### src/rtl/fp_add_rr_sched.sv
// fp_add_rr_sched: round-robin scheduler that time-shares a single FP32 adder
// among NREQ requesters. It never looks inside the FP fields; it only moves
// operands to the adder and carries the result back with the requester ID.
//
// Ports:
//   clk, rst            clock and synchronous active-high reset
//   req_valid/req_ready per-requester request handshake (req_ready one-hot)
//   req_a, req_b        packed operands, requester i at [32*i+31:32*i]
//   add_a, add_b        operands held on the shared adder
//   add_res             combinational adder result
//   rsp_valid/rsp_ready response handshake
//   rsp_res, rsp_id     captured sum and owning requester index
//   busy                high whenever the scheduler is not idle
//
// Handshakes: a transfer happens on a rising edge where valid and ready are
// both high. Requesters hold operands stable while valid and not ready;
// rsp_res/rsp_id stay stable while rsp_valid is high and rsp_ready is low.
module fp_add_rr_sched #(
    parameter int NREQ    = 4,
    parameter int ADD_LAT = 1,
    localparam int IDW    = $clog2(NREQ)
) (
    input  logic                 clk,
    input  logic                 rst,
    input  logic [NREQ-1:0]      req_valid,
    input  logic [32*NREQ-1:0]   req_a,
    input  logic [32*NREQ-1:0]   req_b,
    output logic [NREQ-1:0]      req_ready,
    output logic [31:0]          add_a,
    output logic [31:0]          add_b,
    input  logic [31:0]          add_res,
    output logic                 rsp_valid,
    input  logic                 rsp_ready,
    output logic [31:0]          rsp_res,
    output logic [IDW-1:0]       rsp_id,
    output logic                 busy
);

    localparam int CW = $clog2(ADD_LAT + 1);

    typedef enum logic [1:0] {
        S_IDLE = 2'd0,
        S_EXEC = 2'd1,
        S_RESP = 2'd2
    } state_t;

    state_t         state_q, state_d;
    logic [IDW-1:0] ptr_q;
    logic [IDW-1:0] grant_id_q;
    logic [CW-1:0]  cnt_q;

    logic           grant_found;
    logic [IDW-1:0] grant_idx;
    logic [IDW-1:0] scan_idx;
    logic [31:0]    win_a, win_b;

    // Rotating priority search starting at ptr. The wrap is an explicit
    // compare so non power-of-two NREQ works.
    always_comb begin
        grant_found = 1'b0;
        grant_idx   = '0;
        scan_idx    = ptr_q;
        for (int k = 0; k < NREQ; k++) begin
            if (!grant_found && req_valid[scan_idx]) begin
                grant_found = 1'b1;
                grant_idx   = scan_idx;
            end
            scan_idx = (scan_idx == IDW'(NREQ - 1)) ? '0 : scan_idx + IDW'(1);
        end
    end

    // Operand mux for the winning requester.
    always_comb begin
        win_a = '0;
        win_b = '0;
        for (int k = 0; k < NREQ; k++) begin
            if (grant_idx == IDW'(k)) begin
                win_a = req_a[32*k +: 32];
                win_b = req_b[32*k +: 32];
            end
        end
    end

    // FSM: state register
    always_ff @(posedge clk) begin
        if (rst) state_q <= S_IDLE;
        else     state_q <= state_d;
    end

    // FSM: next-state logic
    always_comb begin
        state_d = state_q;
        case (state_q)
            S_IDLE:  if (grant_found)           state_d = S_EXEC;
            S_EXEC:  if (cnt_q == CW'(1))       state_d = S_RESP;
            S_RESP:  if (rsp_ready)             state_d = S_IDLE;
            default:                            state_d = S_IDLE;
        endcase
    end

    // FSM: outputs. req_ready is suppressed during reset so nothing can
    // appear to transfer on a reset edge.
    always_comb begin
        req_ready = '0;
        if (!rst && state_q == S_IDLE && grant_found)
            req_ready[grant_idx] = 1'b1;
        busy = (state_q != S_IDLE);
    end

    // Datapath registers. add_a/add_b change only on a grant, so the adder
    // inputs are quiet while idle or waiting on the consumer.
    always_ff @(posedge clk) begin
        if (rst) begin
            ptr_q      <= '0;
            grant_id_q <= '0;
            cnt_q      <= '0;
            add_a      <= '0;
            add_b      <= '0;
            rsp_res    <= '0;
            rsp_id     <= '0;
            rsp_valid  <= 1'b0;
        end else begin
            case (state_q)
                S_IDLE: begin
                    if (grant_found) begin
                        add_a      <= win_a;
                        add_b      <= win_b;
                        grant_id_q <= grant_idx;
                        cnt_q      <= CW'(ADD_LAT);
                    end
                end
                S_EXEC: begin
                    cnt_q <= cnt_q - CW'(1);
                    if (cnt_q == CW'(1)) begin
                        rsp_res   <= add_res;
                        rsp_id    <= grant_id_q;
                        rsp_valid <= 1'b1;
                    end
                end
                S_RESP: begin
                    // Priority moves past the requester just served, and only here.
                    if (rsp_ready) begin
                        rsp_valid <= 1'b0;
                        ptr_q     <= (grant_id_q == IDW'(NREQ - 1)) ? '0
                                                                   : grant_id_q + IDW'(1);
                    end
                end
                default: ;
            endcase
        end
    end

endmodule
### config.mk
export PLATFORM = sky130hd
export DESIGN_NAME = fp_add_rr_sched
export DESIGN_NICKNAME = d
export VERILOG_FILES = /design/src/rtl/fp_add_rr_sched.sv
export SDC_FILE = /design/constraint.sdc
export NUM_CORES = 1
export LEC_CHECK = 0
export ABC_AREA = 1
export CORE_AREA = 2 2 154 156
export DETAILED_ROUTE_END_ITERATION = 16
export DIE_AREA = 0 0 156 158
export PLACE_DENSITY = 0.65
export SLEW_MARGIN = 15
export SYNTH_ARGS = -nofsm -noshare
export SYNTH_HDL_FRONTEND = slang
export SYNTH_SLANG_ARGS = --single-unit
### constraint.sdc
create_clock -name clk -period 2.1 [get_ports clk]
set_input_delay 0.21 -clock clk [delete_from_list [all_inputs] [get_ports clk]]
set_output_delay 0.21 -clock clk [all_outputs]
set_load 0.01 [all_outputs]
## Word-level counts from Yosys, hierarchy flattened

Index checks and enable logic that the tools add are counted.

- Muxes and demuxes: 40
- Reduce and logical (&&, ||, !) cells: 21
- Bitwise gates (word level): 0
- Shift-type cells: 0
- Div/mod/pow operators: 0
- Equality and inequality tests: 12
- Magnitude comparators: 6
- $mul: 0
- Add/sub/neg operators: 5

Operator list:

| kind | count |
|---|---|
| $mux W32 | 8 |
| $mux W2 | 11 |
| $lt A2 B3 Y1 const B | 5 |
| $eq A2 B2 Y1 const B | 7 |
| $mux W1 | 12 |
| $add A2 B1 Y2 const B | 4 |
| $bmux W1 S2 | 4 |
| $reduce_and A2 Y1 | 4 |
| $logic_and A1 B1 Y1 | 6 |
| $ne A2 B2 Y1 const B | 3 |
| $pmux W2 S3 | 1 |
| $reduce_and A3 Y1 | 2 |
| $reduce_bool A2 Y1 | 3 |
| $eq A2 B1 Y1 const B | 2 |
| $logic_not A1 Y1 | 4 |
| $logic_not A2 Y1 | 2 |
| $mux W4 | 1 |
| $pmux W1 S2 | 2 |
| $demux W1 S2 | 1 |
| $ge A2 B1 Y1 const B | 1 |
| $sub A1 B1 Y1 const B | 1 |

- Output and inout bits: 104
- ROM bits: 0
- Bits in writable memories: 0
- Bits in latches: 0
- Word-level logic and storage cells: 93
- Flip-flop bits (word level): 106
- Memories: 0
- Input port bits: 295

## Depth between registers and ports, before layout

Gate-level depths: netlist of run 1.

- Depth in word-level cells: 17
- Mapped depth: 18
- Gate-level depth less buffers: 17

## Least setup slack after synthesis of run 1

No wires, ideal clock.

- Kind: reg-to-output
- From: register ptr_q[0]
- To: output req_ready[2]
- Slack: -92 ps
- Stages on the path, launching flop included: 15
- Buffers on the path: 2
- Required time: 1,890 ps
- Data arrival time: 1,982 ps
- Path through: dfxtp_1 ha_1 inv_1 nand2_1 nand2_1 nand2_1 nand2_1 nand2_1 nor2_2 nor2_1 buf_4 nor2_4 buf_4 inv_1 nor2_1

- Cells in the longest elaborated chain, start to end: 17
- Elaborated cells between the ends (all ways): 38
- Classes of those cells: add/sub: 3; order compare: 2; eq/ne: 3; mux: 22; reduce/logical: 8

RTL lines:

| item | RTL line | text |
|---|---|---|
| start: declaration | 48 | `logic [IDW-1:0] ptr_q;` |
| start signal: assignment | 144 | `ptr_q <= (grant_id_q == IDW'(NREQ - 1)) ? '0` |
| branches (longest 16 deep; another with $lt A2 B3 Y1) | -- |  |
| $mux W4 (*) | 105 | `if (!rst && state_q == S_IDLE && grant_found)` |
| end: declaration | 28 | `output logic [NREQ-1:0] req_ready,` |

Every way passes the cells marked *. The select of a mux whose other input is x is not followed.

## Worst setup path in the final report of run 1

- From: register ptr_q[0]
- To: register add_b[18]

- Cells in the longest elaborated chain, start to end: 17
- Elaborated cells between the ends (all ways): 40
- Classes of those cells: add/sub: 3; eq/ne: 6; mux: 23; reduce/logical: 8

RTL lines:

| item | RTL line | text |
|---|---|---|
| branches (longest 17 deep; another with $add A2 B1 Y2) | -- |  |
| end signal: assignment | 127 | `add_b <= win_b;` |
| end: declaration | 30 | `output logic [31:0] add_b,` |

Several ways; the timed one is not identified. The select of a mux whose other input is x is not followed.
A chain may end at the register's enable or synchronous reset.

==> flow_results.xml, run 1 <==
<?xml version="1.0" encoding="UTF-8"?>
<metrics>
  <group name="power_and_ir_drop">
    <metric name="power.density_cell_area" unit="mW/mm²">725</metric>
    <metric name="total_leakage_power" unit="nW">4.89</metric>
    <metric name="irDropWorstVdd" unit="mV">0.313</metric>
  </group>
  <group name="cells_and_area">
    <metric name="layout-drive-gt1-share" unit="">0.148</metric>
    <metric name="final_common_cell" unit="">clkdlybuf4s50_1</metric>
    <metric name="commonest_non_fill_non_tap_cells_in_the_layout" unit="">394 x clkdlybuf4s50_1, 282 x nand2_1, 104 x dfxtp_1, 82 x o21ai_0, 77 x nor2_1</metric>
    <metric name="layout-area-overhead-vs-synth" unit="%">99.0</metric>
    <metric name="insertedDiodeCount" unit="">0</metric>
    <metric name="n_fill_cell" unit="">2304</metric>
    <metric name="final_nets" unit="">1675</metric>
  </group>
  <group name="worst_setup_path">
    <metric name="standard_cell_with_the_maximum_stage_delay_on_the_critical_path" unit="">dfxtp_2</metric>
    <metric name="setup.worst_path.start_class" unit="">flop</metric>
    <metric name="rrSetupSlack" unit="ns">-0.30</metric>
    <metric name="cp_top_family" unit="">buffers and inverters</metric>
    <metric name="cp_max_fo" unit="">8</metric>
    <metric name="timing.critical_path.buf_inv" unit="">6</metric>
    <metric name="critPathArrivalTime" unit="ns">2.63</metric>
    <metric name="cpPeakStageDelay" unit="ns">0.35</metric>
    <metric name="critical_path.endpoint_type" unit="">flop</metric>
    <metric name="crit-reg2reg-launch" unit="">ptr_q[0]</metric>
    <metric name="regToRegEndpoint" unit="">add_b[18]</metric>
    <metric name="cp_cell_sequence" unit="">ha_4, buf_6, nand3_4, nand2_4, nor2_4, a21oi_2, nand3_2, buf_12, buf_6, nand2_4, clkinvlp_4, buf_12, clkbuf_16, nand2_1, nand3_2, nand2_2, a21oi_1</metric>
    <metric name="crit_start" unit="">ptr_q[0]</metric>
    <metric name="critPathRequiredTime" unit="ns">2.33</metric>
    <metric name="worst-r2r-cell-count" unit="">17</metric>
    <metric name="worstSetupPathType" unit="">reg -&gt; reg</metric>
  </group>
  <group name="floorplan">
    <metric name="die-height" unit="µm">158</metric>
    <metric name="core_area" unit="mm²">0.0231</metric>
    <metric name="num_rows" unit="">56</metric>
    <metric name="fp.dieArea" unit="mm²">0.0246</metric>
    <metric name="initial_utilization" unit="">0.256</metric>
    <metric name="io_pins" unit="">399</metric>
    <metric name="die-width" unit="µm">156</metric>
  </group>
  <group name="route">
    <metric name="drt-vias-per-instance" unit="">4.67</metric>
    <metric name="ant_nets" unit="">0</metric>
    <metric name="routedWlPerCell" unit="µm">16.9</metric>
    <metric name="finalWirelength" unit="µm">28300</metric>
    <metric name="route.detailed.drc" unit="">0</metric>
    <metric name="detailedRoute.firstPassIterationCount" unit="">5</metric>
    <metric name="via_count" unit="">7814</metric>
    <metric name="dr.first_iter.drc_count" unit="">534</metric>
  </group>
  <group name="timing">
    <metric name="slew_headroom" unit="">0.569</metric>
    <metric name="fin_ws" unit="ns">-0.300</metric>
    <metric name="hold_viol_final" unit="">0</metric>
    <metric name="timing_worst_slew_pin_value" unit="ns">0.646</metric>
    <metric name="post-route-period-util" unit="">1.14</metric>
    <metric name="final.setup_skew" unit="ns">0.00567</metric>
    <metric name="layout_min_cycle_time" unit="ns">2.40</metric>
    <metric name="fmax" unit="MHz">417</metric>
    <metric name="fin_tns_setup" unit="ns">-16.86</metric>
    <metric name="holdWs" unit="ns">0.445</metric>
    <metric name="rsz0062_at_grt" unit="">yes</metric>
    <metric name="maxSlewViolCount" unit="">0</metric>
    <metric name="setup_violations" unit="">68</metric>
  </group>
  <group name="logic_synthesis">
    <metric name="synthesis.nets" unit="">1254</metric>
    <metric name="ys.warnings.count" unit="">0</metric>
    <metric name="netlist-cell-type-count" unit="">26</metric>
    <metric name="post_synth_inst_count" unit="">957</metric>
    <metric name="share_of_the_yosys_chip_area_belonging_to_registers" unit="">0.360</metric>
    <metric name="ys_ff_latch" unit="">106</metric>
    <metric name="synth.cell_area" unit="mm²">0.00590</metric>
    <metric name="avgSynthCellArea" unit="µm²">6.16</metric>
  </group>
  <group name="job">
    <metric name="maxCapViolCount" unit="">0</metric>
  </group>
  <group name="clock_network">
    <metric name="cts_max_level" unit="">3</metric>
    <metric name="clk_path_buf_depth" unit="">2</metric>
    <metric name="clk-insertion-delay-late" unit="ns">0.35</metric>
    <metric name="clock_tree_from_tritoncts" unit="">built</metric>
    <metric name="tritoncts_num_sinks" unit="">106</metric>
    <metric name="root_buffer" unit="">clkbuf_16</metric>
    <metric name="worst_setup_hold_path_clk_slew" unit="ns">0.08</metric>
    <metric name="cts_buffers" unit="">9</metric>
  </group>
  <group name="global_routing">
    <metric name="grt_pass1_wl" unit="µm">38200</metric>
    <metric name="grt_max_degree" unit="">71</metric>
    <metric name="grt_antenna_before_repair" unit="">0</metric>
    <metric name="grt_use_total" unit="">0.200</metric>
    <metric name="globalRouteOverflowTotal" unit="">0</metric>
    <metric name="vias_in_the_first_global_route" unit="">7135</metric>
  </group>
  <group name="hold_path">
    <metric name="hold-path-cell-count" unit="">2</metric>
    <metric name="timing.hold.worst.class" unit="">reg -&gt; reg</metric>
    <metric name="hold_start" unit="">rsp_res[26]</metric>
    <metric name="hold_end" unit="">rsp_res[26]</metric>
  </group>
  <group name="placement">
    <metric name="place.detailed.hpwl" unit="µm">19100</metric>
    <metric name="port-buffer-count" unit="">398</metric>
    <metric name="place.gp.congestion" unit="">0.908</metric>
  </group>
  <group name="outcome">
    <metric name="outcome" unit="">finished, violations left</metric>
    <metric name="failed_checks" unit="">setup timing</metric>
  </group>
</metrics>
## worst max-delay path by stage
stage                               to  cells after the start
after floorplan           req_ready[2]                     14
after global placement    req_ready[2]                     13
after detailed placement  req_ready[2]                     13
after CTS                 req_ready[2]                     12
after global routing         add_a[10]                     16
final                        add_b[18]                     17
## report_power, final
part,switching [mW],leakage [nW],total (mW),internal (mW)
sequential,0.176,0.875,2.52,2.34
combinational,2.04,3.87,4.27,2.23
clock,0.874,0.146,1.72,0.842
## cell families (layout without fill, tap and decap cells)
family	Yosys count	in the layout	synth area share
AND/OR/NAND/NOR	531	531	0.378
AO/OA/AOI/OAI	177	177	0.154
buffers and inverters	141	567	0.103
flip-flops	106	106	0.360
adder cells (fa/ha/maj)	2	2	0.00424
## what timing repair did
action                     4_1_cts  5_1_grt
setup endpoints to repair       70       70
resized for setup               96       84
cloned                           5       12
hold endpoints to repair         0        0
pin swaps                       15       22
hold buffers                     0        0
setup buffers                    7       13
## per-layer routing
layer  part of all wire  GRT usage
met5                  0          0
met4              0.030     0.0791
met3              0.067     0.0430
met2               0.51      0.361
met1               0.39      0.230
## stage by stage
stage	instances	utilization	power [mW]	worst slack, ns	area [µm²]
6_report	1673	0.509	8.51	-0.300	11700
5_1_grt	1673	0.509	9.04	-0.435	11700
4_1_cts	1649	0.481	8.08	-0.231	11100
3_5_place_dp	1621	0.450	5.99	-0.557	10400
3_3_place_gp	1621	0.450	5.96	-0.533	10400
2_1_floorplan	957	-	4.15	-0.0457	5900
## synth_stat cells, drive strengths merged
cell type,count,area share
nand2,322,0.21
dfxtp,106,0.36
o21ai,101,0.086
nor2,95,0.067
nand3,93,0.081
inv,79,0.050
a21oi,67,0.058
buf,34,0.035
clkbuf,28,0.018
nand4,19,0.020
o21a,8,0.010
ha,2,0.0042
a31oi,1,0.0011
nor3,1,0.00085
or2,1,0.0011
## sequential cells by signal, indices dropped and copies added (netlist names)
name / cells
add_a: 32
add_b: 32
cnt_q: 1
grant_id_q: 2
ptr_q: 2
rsp_id: 2
rsp_res: 32
rsp_valid: 1
state_q: 2
## area by class of cell
| cell class | count | area (µm²) | area share |
|---|---|---|---|
| clock buffer | 9 | 225 | 0.0192 |
| clock inverter | 7 | 73.8 | 0.00629 |
| sequential | 106 | 2120 | 0.181 |
| inverter | 79 | 320 | 0.0273 |
| timing repair buffer | 472 | 5070 | 0.432 |
| multi-input combinational | 710 | 3560 | 0.303 |
| tap | 290 | 363 | 0.0309 |
## worst register-to-register path: cells and delay by family (launching register included)
| family | cells | cell delay (ns) |
|---|---|---|
| buffers and inverters | 6 | 0.81 |
| and+or+nand+nor | 8 | 0.59 |
| AOI/OAI and AO/OA | 2 | 0.23 |
| adders and majority gates | 1 | 0.30 |
| DFF | 1 | 0.35 |
(Power assumes the default switching activity.)
==> run 2: changes to the inputs <==
==> constraint.sdc (replaced) <==
create_clock -name clk -period 2.1 [get_ports clk]
set_input_delay 0.21 -clock clk [delete_from_list [all_inputs] [get_ports clk]]
set_output_delay 0.21 -clock clk [all_outputs]
set_load 0.1 [all_outputs]
==> run 2 against run 1 <==
The flow still finishes with violations (setup timing). Critical path type is now reg -> out. Combinational power increased by 51%. Cell area fell by 0.32%. Sequential share of layout area is 0.080 points higher.
==> flow_results.xml, run 2 (synthesis results as in run 1) <==
<?xml version="1.0" encoding="UTF-8"?>
<metrics>
  <group name="clock_network">
    <metric name="clk-insertion-delay-late" unit="ns">0.35</metric>
    <metric name="worst_setup_hold_path_clk_slew" unit="ns">0.08</metric>
    <metric name="clock_tree_from_tritoncts" unit="">built</metric>
    <metric name="cts_max_level" unit="">3</metric>
    <metric name="cts_buffers" unit="">9</metric>
    <metric name="root_buffer" unit="">clkbuf_16</metric>
    <metric name="clk_path_buf_depth" unit="">2</metric>
    <metric name="tritoncts_num_sinks" unit="">106</metric>
  </group>
  <group name="floorplan">
    <metric name="num_rows" unit="">56</metric>
    <metric name="io_pins" unit="">399</metric>
    <metric name="initial_utilization" unit="">0.256</metric>
    <metric name="core_area" unit="mm²">0.0231</metric>
    <metric name="fp.dieArea" unit="mm²">0.0246</metric>
    <metric name="die-height" unit="µm">158</metric>
    <metric name="die-width" unit="µm">156</metric>
  </group>
  <group name="worst_setup_path">
    <metric name="cp_max_fo" unit="">5</metric>
    <metric name="critical_path.endpoint_type" unit="">primary output</metric>
    <metric name="worstSetupPathType" unit="">reg -&gt; out</metric>
    <metric name="cpPeakStageDelay" unit="ns">0.36</metric>
    <metric name="cp_cell_sequence" unit="">ha_4, inv_4, nand2_4, nand2_2, nand2_2, nand2_4, nand2_2, nor2_4, inv_2, nand2_4, buf_6, buf_6, nor3_4, buf_12</metric>
    <metric name="setup.worst_path.start_class" unit="">flop</metric>
    <metric name="critPathRequiredTime" unit="ns">1.89</metric>
    <metric name="critPathArrivalTime" unit="ns">2.23</metric>
    <metric name="standard_cell_with_the_maximum_stage_delay_on_the_critical_path" unit="">dfxtp_4</metric>
  </group>
  <group name="cells_and_area">
    <metric name="layout-area-overhead-vs-synth" unit="%">98.4</metric>
    <metric name="final_cell_count_no_fill" unit="">1668</metric>
    <metric name="commonest_non_fill_non_tap_cells_in_the_layout" unit="">294 x clkdlybuf4s50_1, 265 x nand2_1, 126 x buf_4, 104 x dfxtp_1, 100 x o21ai_0</metric>
    <metric name="largest_registers_in_the_final_layout" unit="">add_a: 32 flops, add_b: 32 flops, rsp_res: 32 flops</metric>
    <metric name="final_nets" unit="">1669</metric>
    <metric name="layout-drive-gt1-share" unit="">0.237</metric>
    <metric name="final_common_cell" unit="">clkdlybuf4s50_1</metric>
    <metric name="post-route-cell-area" unit="mm²">0.0117</metric>
    <metric name="n_fill_cell" unit="">2258</metric>
  </group>
  <group name="placement">
    <metric name="postPlaceCellArea" unit="mm²">0.0103</metric>
    <metric name="place.gp.congestion" unit="">0.898</metric>
    <metric name="dpl.cell_count" unit="">1625</metric>
    <metric name="port-buffer-count" unit="">398</metric>
    <metric name="place.detailed.hpwl" unit="µm">19100</metric>
  </group>
  <group name="hold_path">
    <metric name="timing.hold.worst.class" unit="">reg -&gt; reg</metric>
  </group>
  <group name="global_routing">
    <metric name="grt_pass1_wl" unit="µm">39400</metric>
    <metric name="globalRouteOverflowTotal" unit="">0</metric>
    <metric name="vias_in_the_first_global_route" unit="">7337</metric>
    <metric name="grt_max_degree" unit="">51</metric>
    <metric name="grt_antenna_before_repair" unit="">1</metric>
    <metric name="grt_use_total" unit="">0.207</metric>
  </group>
  <group name="power_and_ir_drop">
    <metric name="total_leakage_power" unit="nW">5.22</metric>
    <metric name="power.density_cell_area" unit="mW/mm²">913</metric>
    <metric name="irDropWorstVdd" unit="mV">0.442</metric>
  </group>
  <group name="timing">
    <metric name="holdWs" unit="ns">0.446</metric>
    <metric name="timing_worst_slew_pin_value" unit="ns">0.499</metric>
    <metric name="rsz0062_at_grt" unit="">yes</metric>
    <metric name="fmax" unit="MHz">410</metric>
    <metric name="final.setup_skew" unit="ns">0.0100</metric>
    <metric name="layout_min_cycle_time" unit="ns">2.44</metric>
    <metric name="fin_ws" unit="ns">-0.341</metric>
    <metric name="setup_violations" unit="">69</metric>
    <metric name="post-route-period-util" unit="">1.16</metric>
    <metric name="maxSlewViolCount" unit="">0</metric>
    <metric name="slew_headroom" unit="">0.667</metric>
    <metric name="hold_viol_final" unit="">0</metric>
  </group>
  <group name="route">
    <metric name="via_count" unit="">7666</metric>
    <metric name="dr.first_iter.drc_count" unit="">380</metric>
    <metric name="finalWirelength" unit="µm">26800</metric>
    <metric name="routedWlPerCell" unit="µm">16.0</metric>
    <metric name="ant_nets" unit="">0</metric>
    <metric name="detailedRoute.firstPassIterationCount" unit="">4</metric>
    <metric name="drt-vias-per-instance" unit="">4.60</metric>
    <metric name="route.detailed.drc" unit="">0</metric>
  </group>
  <group name="job">
    <metric name="maxCapViolCount" unit="">0</metric>
  </group>
  <group name="outcome">
    <metric name="outcome" unit="">finished, violations left</metric>
    <metric name="failed_checks" unit="">setup timing</metric>
  </group>
</metrics>
==> run 2: final cells by class <==
| cell class | count | area (µm²) | area share |
|---|---|---|---|
| tap | 290 | 363 | 0.0310 |
| antenna | 1 | 2.50 | 0.000214 |
| inverter | 79 | 307 | 0.0262 |
| timing repair buffer | 466 | 4810 | 0.411 |
| sequential | 106 | 2130 | 0.182 |
| multi-input combinational | 710 | 3790 | 0.324 |
| clock inverter | 7 | 72.6 | 0.00620 |
| clock buffer | 9 | 225 | 0.0193 |
==> run 2: path summary, 6_finish.rpt <==
path                   to  slack, ns        start  depth (start not counted)
min           rsp_res[10]       0.45  rsp_res[10]                          2
max          req_ready[0]      -0.34     ptr_q[0]                         14
min reg2reg   rsp_res[10]       0.45  rsp_res[10]                          2
max reg2reg     add_a[14]      -0.31     ptr_q[0]                         16
==> run 2: metal layers <==
metal	vias up	global-route usage	share of wire
met2	275	0.373	0.51
li1	3892	-	-
met4	0	0.0848	0.032
met1	3454	0.236	0.40
met3	45	0.0485	0.060
met5	-	0	0
==> run 2: worst max-delay path, delay by kind of cell, from the launching register on <==
family	cells	cell delay, ns
fa+ha+maj	1	0.31
simple gates	8	0.64
buf+inv	5	0.56
flops	1	0.36
==> run 2: power by group <==
group          internal (mW)  switching (mW)  total (mW)
sequential              2.34           0.184        2.53
combinational           2.20            4.25        6.45
clock                  0.840           0.869        1.71
total                   5.38            5.30        10.7
==> run 2: stage by stage <==
step | setup WS (ns) | TNS, ns | utilization | total power, mW
floorplan | -0.387 | -0.829 | - | 6.38
global placement | -0.321 | -15.38 | 0.447 | 8.13
detailed placement | -0.335 | -18.25 | 0.447 | 8.16
CTS | -0.360 | -15.99 | 0.504 | 10.7
global route | -0.454 | -24.85 | 0.507 | 11.2
finish | -0.341 | -15.57 | 0.507 | 10.7
==> run 2: what timing repair did <==
action	CTS	global route
setup endpoints to repair	68	70
pin swaps	101	18
hold buffers	0	0
endpoints found under the hold margin	0	0
setup buffers	17	4
gates resized for setup	145	30
gates cloned	10	1
==> run 3: changes to the inputs <==
CELL_PAD_IN_SITES_DETAIL_PLACEMENT = 1   (was not set)
CELL_PAD_IN_SITES_GLOBAL_PLACEMENT = 2   (was not set)
CORE_AREA = not set   (was 2 2 154 156)
CORE_ASPECT_RATIO = 0.6   (was not set)
CORE_MARGIN = 2   (was not set)
CORE_UTILIZATION = 15   (was not set)
DIE_AREA = not set   (was 0 0 156 158)
PLACE_DENSITY = 0.78   (was 0.65)
==> run 3 against run 2 <==
The flow still finishes with violations (setup timing). Utilization down 20 points. Largest power group unchanged. Non-clock buffer count rose by 20. Worst setup slack got worse by 0.070 ns.
==> flow_results.xml, run 3 (synthesis results as in run 1) <==
<?xml version="1.0" encoding="UTF-8"?>
<metrics>
  <group name="placement">
    <metric name="pre_cts_ws" unit="ns">-0.424</metric>
    <metric name="place.detailed.hpwl" unit="µm">26200</metric>
    <metric name="place.gp.congestion" unit="">0.850</metric>
    <metric name="port-buffer-count" unit="">398</metric>
  </group>
  <group name="power_and_ir_drop">
    <metric name="total_switching_power" unit="mW">5.45</metric>
    <metric name="irDropWorstVdd" unit="mV">0.336</metric>
    <metric name="comb_power_share" unit="">0.597</metric>
    <metric name="power_frac_clock" unit="">0.172</metric>
    <metric name="switching_share" unit="">0.496</metric>
    <metric name="power.density_cell_area" unit="mW/mm²">916</metric>
    <metric name="total_leakage_power" unit="nW">5.20</metric>
    <metric name="internal-power" unit="mW">5.53</metric>
    <metric name="share_seq_of_total_power" unit="">0.231</metric>
  </group>
  <group name="floorplan">
    <metric name="io_pins" unit="">399</metric>
    <metric name="core_area" unit="mm²">0.0389</metric>
    <metric name="die-height" unit="µm">158</metric>
    <metric name="die-width" unit="µm">260</metric>
    <metric name="fp.dieArea" unit="mm²">0.0410</metric>
    <metric name="num_rows" unit="">56</metric>
    <metric name="initial_utilization" unit="">0.152</metric>
  </group>
  <group name="timing">
    <metric name="final.setup_skew" unit="ns">0.0107</metric>
    <metric name="fmax" unit="MHz">398</metric>
    <metric name="post-route-period-util" unit="">1.20</metric>
    <metric name="hold_viol_final" unit="">0</metric>
    <metric name="slew_headroom" unit="">0.621</metric>
    <metric name="maxSlewViolCount" unit="">0</metric>
    <metric name="rsz0062_at_grt" unit="">yes</metric>
    <metric name="layout_min_cycle_time" unit="ns">2.51</metric>
    <metric name="fin_tns_setup" unit="ns">-20.91</metric>
    <metric name="timing_worst_slew_pin_value" unit="ns">0.569</metric>
    <metric name="fin_ws" unit="ns">-0.411</metric>
    <metric name="setup_violations" unit="">69</metric>
  </group>
  <group name="cells_and_area">
    <metric name="largest_registers_in_the_final_layout" unit="">add_a: 32 flops, add_b: 32 flops, rsp_res: 32 flops</metric>
    <metric name="commonest_non_fill_non_tap_cells_in_the_layout" unit="">293 x clkdlybuf4s50_1, 276 x nand2_1, 145 x buf_4, 104 x dfxtp_1, 94 x o21ai_0</metric>
    <metric name="n_fill_cell" unit="">4707</metric>
    <metric name="final_common_cell" unit="">clkdlybuf4s50_1</metric>
    <metric name="layout-drive-gt1-share" unit="">0.238</metric>
    <metric name="layout-area-overhead-vs-synth" unit="%">103</metric>
    <metric name="final_nets" unit="">1689</metric>
  </group>
  <group name="route">
    <metric name="via_count" unit="">7898</metric>
    <metric name="dr.first_iter.drc_count" unit="">267</metric>
    <metric name="route.detailed.drc" unit="">0</metric>
    <metric name="drt-vias-per-instance" unit="">4.11</metric>
    <metric name="routedWlPerCell" unit="µm">18.3</metric>
    <metric name="finalWirelength" unit="µm">35200</metric>
    <metric name="ant_nets" unit="">0</metric>
    <metric name="detailedRoute.firstPassIterationCount" unit="">4</metric>
  </group>
  <group name="clock_network">
    <metric name="clock_tree_from_tritoncts" unit="">built</metric>
    <metric name="root_buffer" unit="">clkbuf_16</metric>
    <metric name="worst_setup_hold_path_clk_slew" unit="ns">0.08</metric>
    <metric name="cts_buffers" unit="">9</metric>
    <metric name="clk-insertion-delay-late" unit="ns">0.37</metric>
    <metric name="clk_path_buf_depth" unit="">2</metric>
    <metric name="tritoncts_num_sinks" unit="">106</metric>
    <metric name="cts_hold_buf" unit="">0</metric>
    <metric name="cts_max_level" unit="">3</metric>
  </group>
  <group name="worst_setup_path">
    <metric name="rrSetupSlack" unit="ns">-0.37</metric>
    <metric name="critical_path.endpoint_type" unit="">primary output</metric>
    <metric name="critPathRequiredTime" unit="ns">1.89</metric>
    <metric name="worstSetupPathType" unit="">reg -&gt; out</metric>
    <metric name="cp_max_fo" unit="">5</metric>
    <metric name="setup.worst_path.start_class" unit="">flop</metric>
    <metric name="critPathArrivalTime" unit="ns">2.30</metric>
  </group>
  <group name="global_routing">
    <metric name="grt_pass1_wl" unit="µm">50600</metric>
    <metric name="grt_use_total" unit="">0.166</metric>
    <metric name="grt_max_degree" unit="">63</metric>
    <metric name="globalRouteOverflowTotal" unit="">0</metric>
    <metric name="vias_in_the_first_global_route" unit="">8089</metric>
    <metric name="grt_antenna_before_repair" unit="">4</metric>
  </group>
  <group name="outcome">
    <metric name="failed_checks" unit="">setup timing</metric>
    <metric name="outcome" unit="">finished, violations left</metric>
  </group>
  <group name="hold_path">
    <metric name="timing.hold.worst.class" unit="">in -&gt; reg</metric>
  </group>
  <group name="job">
    <metric name="maxCapViolCount" unit="">0</metric>
  </group>
</metrics>
==> run 3: metrics by stage <==
stage               hold slack [ns]  instances  power [mW]  cell area, µm²   util
floorplan                     0.376        957        6.38            5990      -
global placement              0.433       1870        8.45           10700  0.276
detailed placement            0.440       1870        8.50           10700  0.276
CTS                           0.438       1915        11.0           11700  0.301
global route                  0.470       1921        11.6           12000  0.308
finish                        0.439       1921        11.0           12000  0.308
==> run 3: worst paths after layout <==
kind | end | cells after the start | from
worst min register to register | rsp_res[1] | 2 | rsp_res[1]
worst max register to register | add_b[0] | 18 | ptr_q[0]
worst max-delay path | req_ready[0] | 11 | ptr_q[0]
worst min-delay path | grant_id_q[1] | 5 | rst
==> run 3: critical path, stage by stage (launching register included) <==
cell,delay (ns)
dfxtp_4,0.37
ha_4,0.31
inv_4,0.06
nand2_4,0.08
nand2_4,0.06
nand2_4,0.07
nand2_4,0.07
nand4_1,0.11
nand3_2,0.15
buf_4,0.20
nor3_4,0.23
buf_12,0.21
==> run 3: per-layer routing <==
layer / vias to the layer above / GRT usage / share of wire / routed length [µm]
met2: 198 / 0.285 / 0.48 / 17000
met3: 32 / 0.0389 / 0.052 / 1820
li1: 3937 / - / - / -
met1: 3729 / 0.210 / 0.45 / 15700
met4: 2 / 0.0413 / 0.019 / 672
met5: - / 0 / 0.00037 / 13
==> run 3: area by class of cell <==
cell class / instances / area [µm²] / share of cell area
clock inverter: 6 / 72.6 / 0.00605
tap: 522 / 653 / 0.0544
inverter: 79 / 307 / 0.0256
timing repair buffer: 486 / 4930 / 0.411
multi-input combinational: 710 / 3660 / 0.306
clock buffer: 10 / 239 / 0.0199
sequential: 106 / 2130 / 0.177
antenna: 2 / 5.00 / 0.000417
==> run 3: power by group through the flow <==
| stage | clock, mW | combinational, mW | sequential (mW) |
|---|---|---|---|
| after floorplan | 0 | 1.58 | 4.80 |
| after detailed placement | 0 | 5.91 | 2.59 |
| after global routing | 2.07 | 6.97 | 2.59 |
| after global placement | 0 | 5.88 | 2.57 |
| final | 1.89 | 6.55 | 2.54 |
| after CTS | 2.00 | 6.46 | 2.55 |
==> run 3: what timing repair did <==
item / 4_1_cts / 5_1_grt
gates cloned: 7 / 1
pin swaps: 30 / 41
buffers inserted: 23 / 3
endpoints found under the setup margin: 68 / 72
resized for setup: 84 / 57
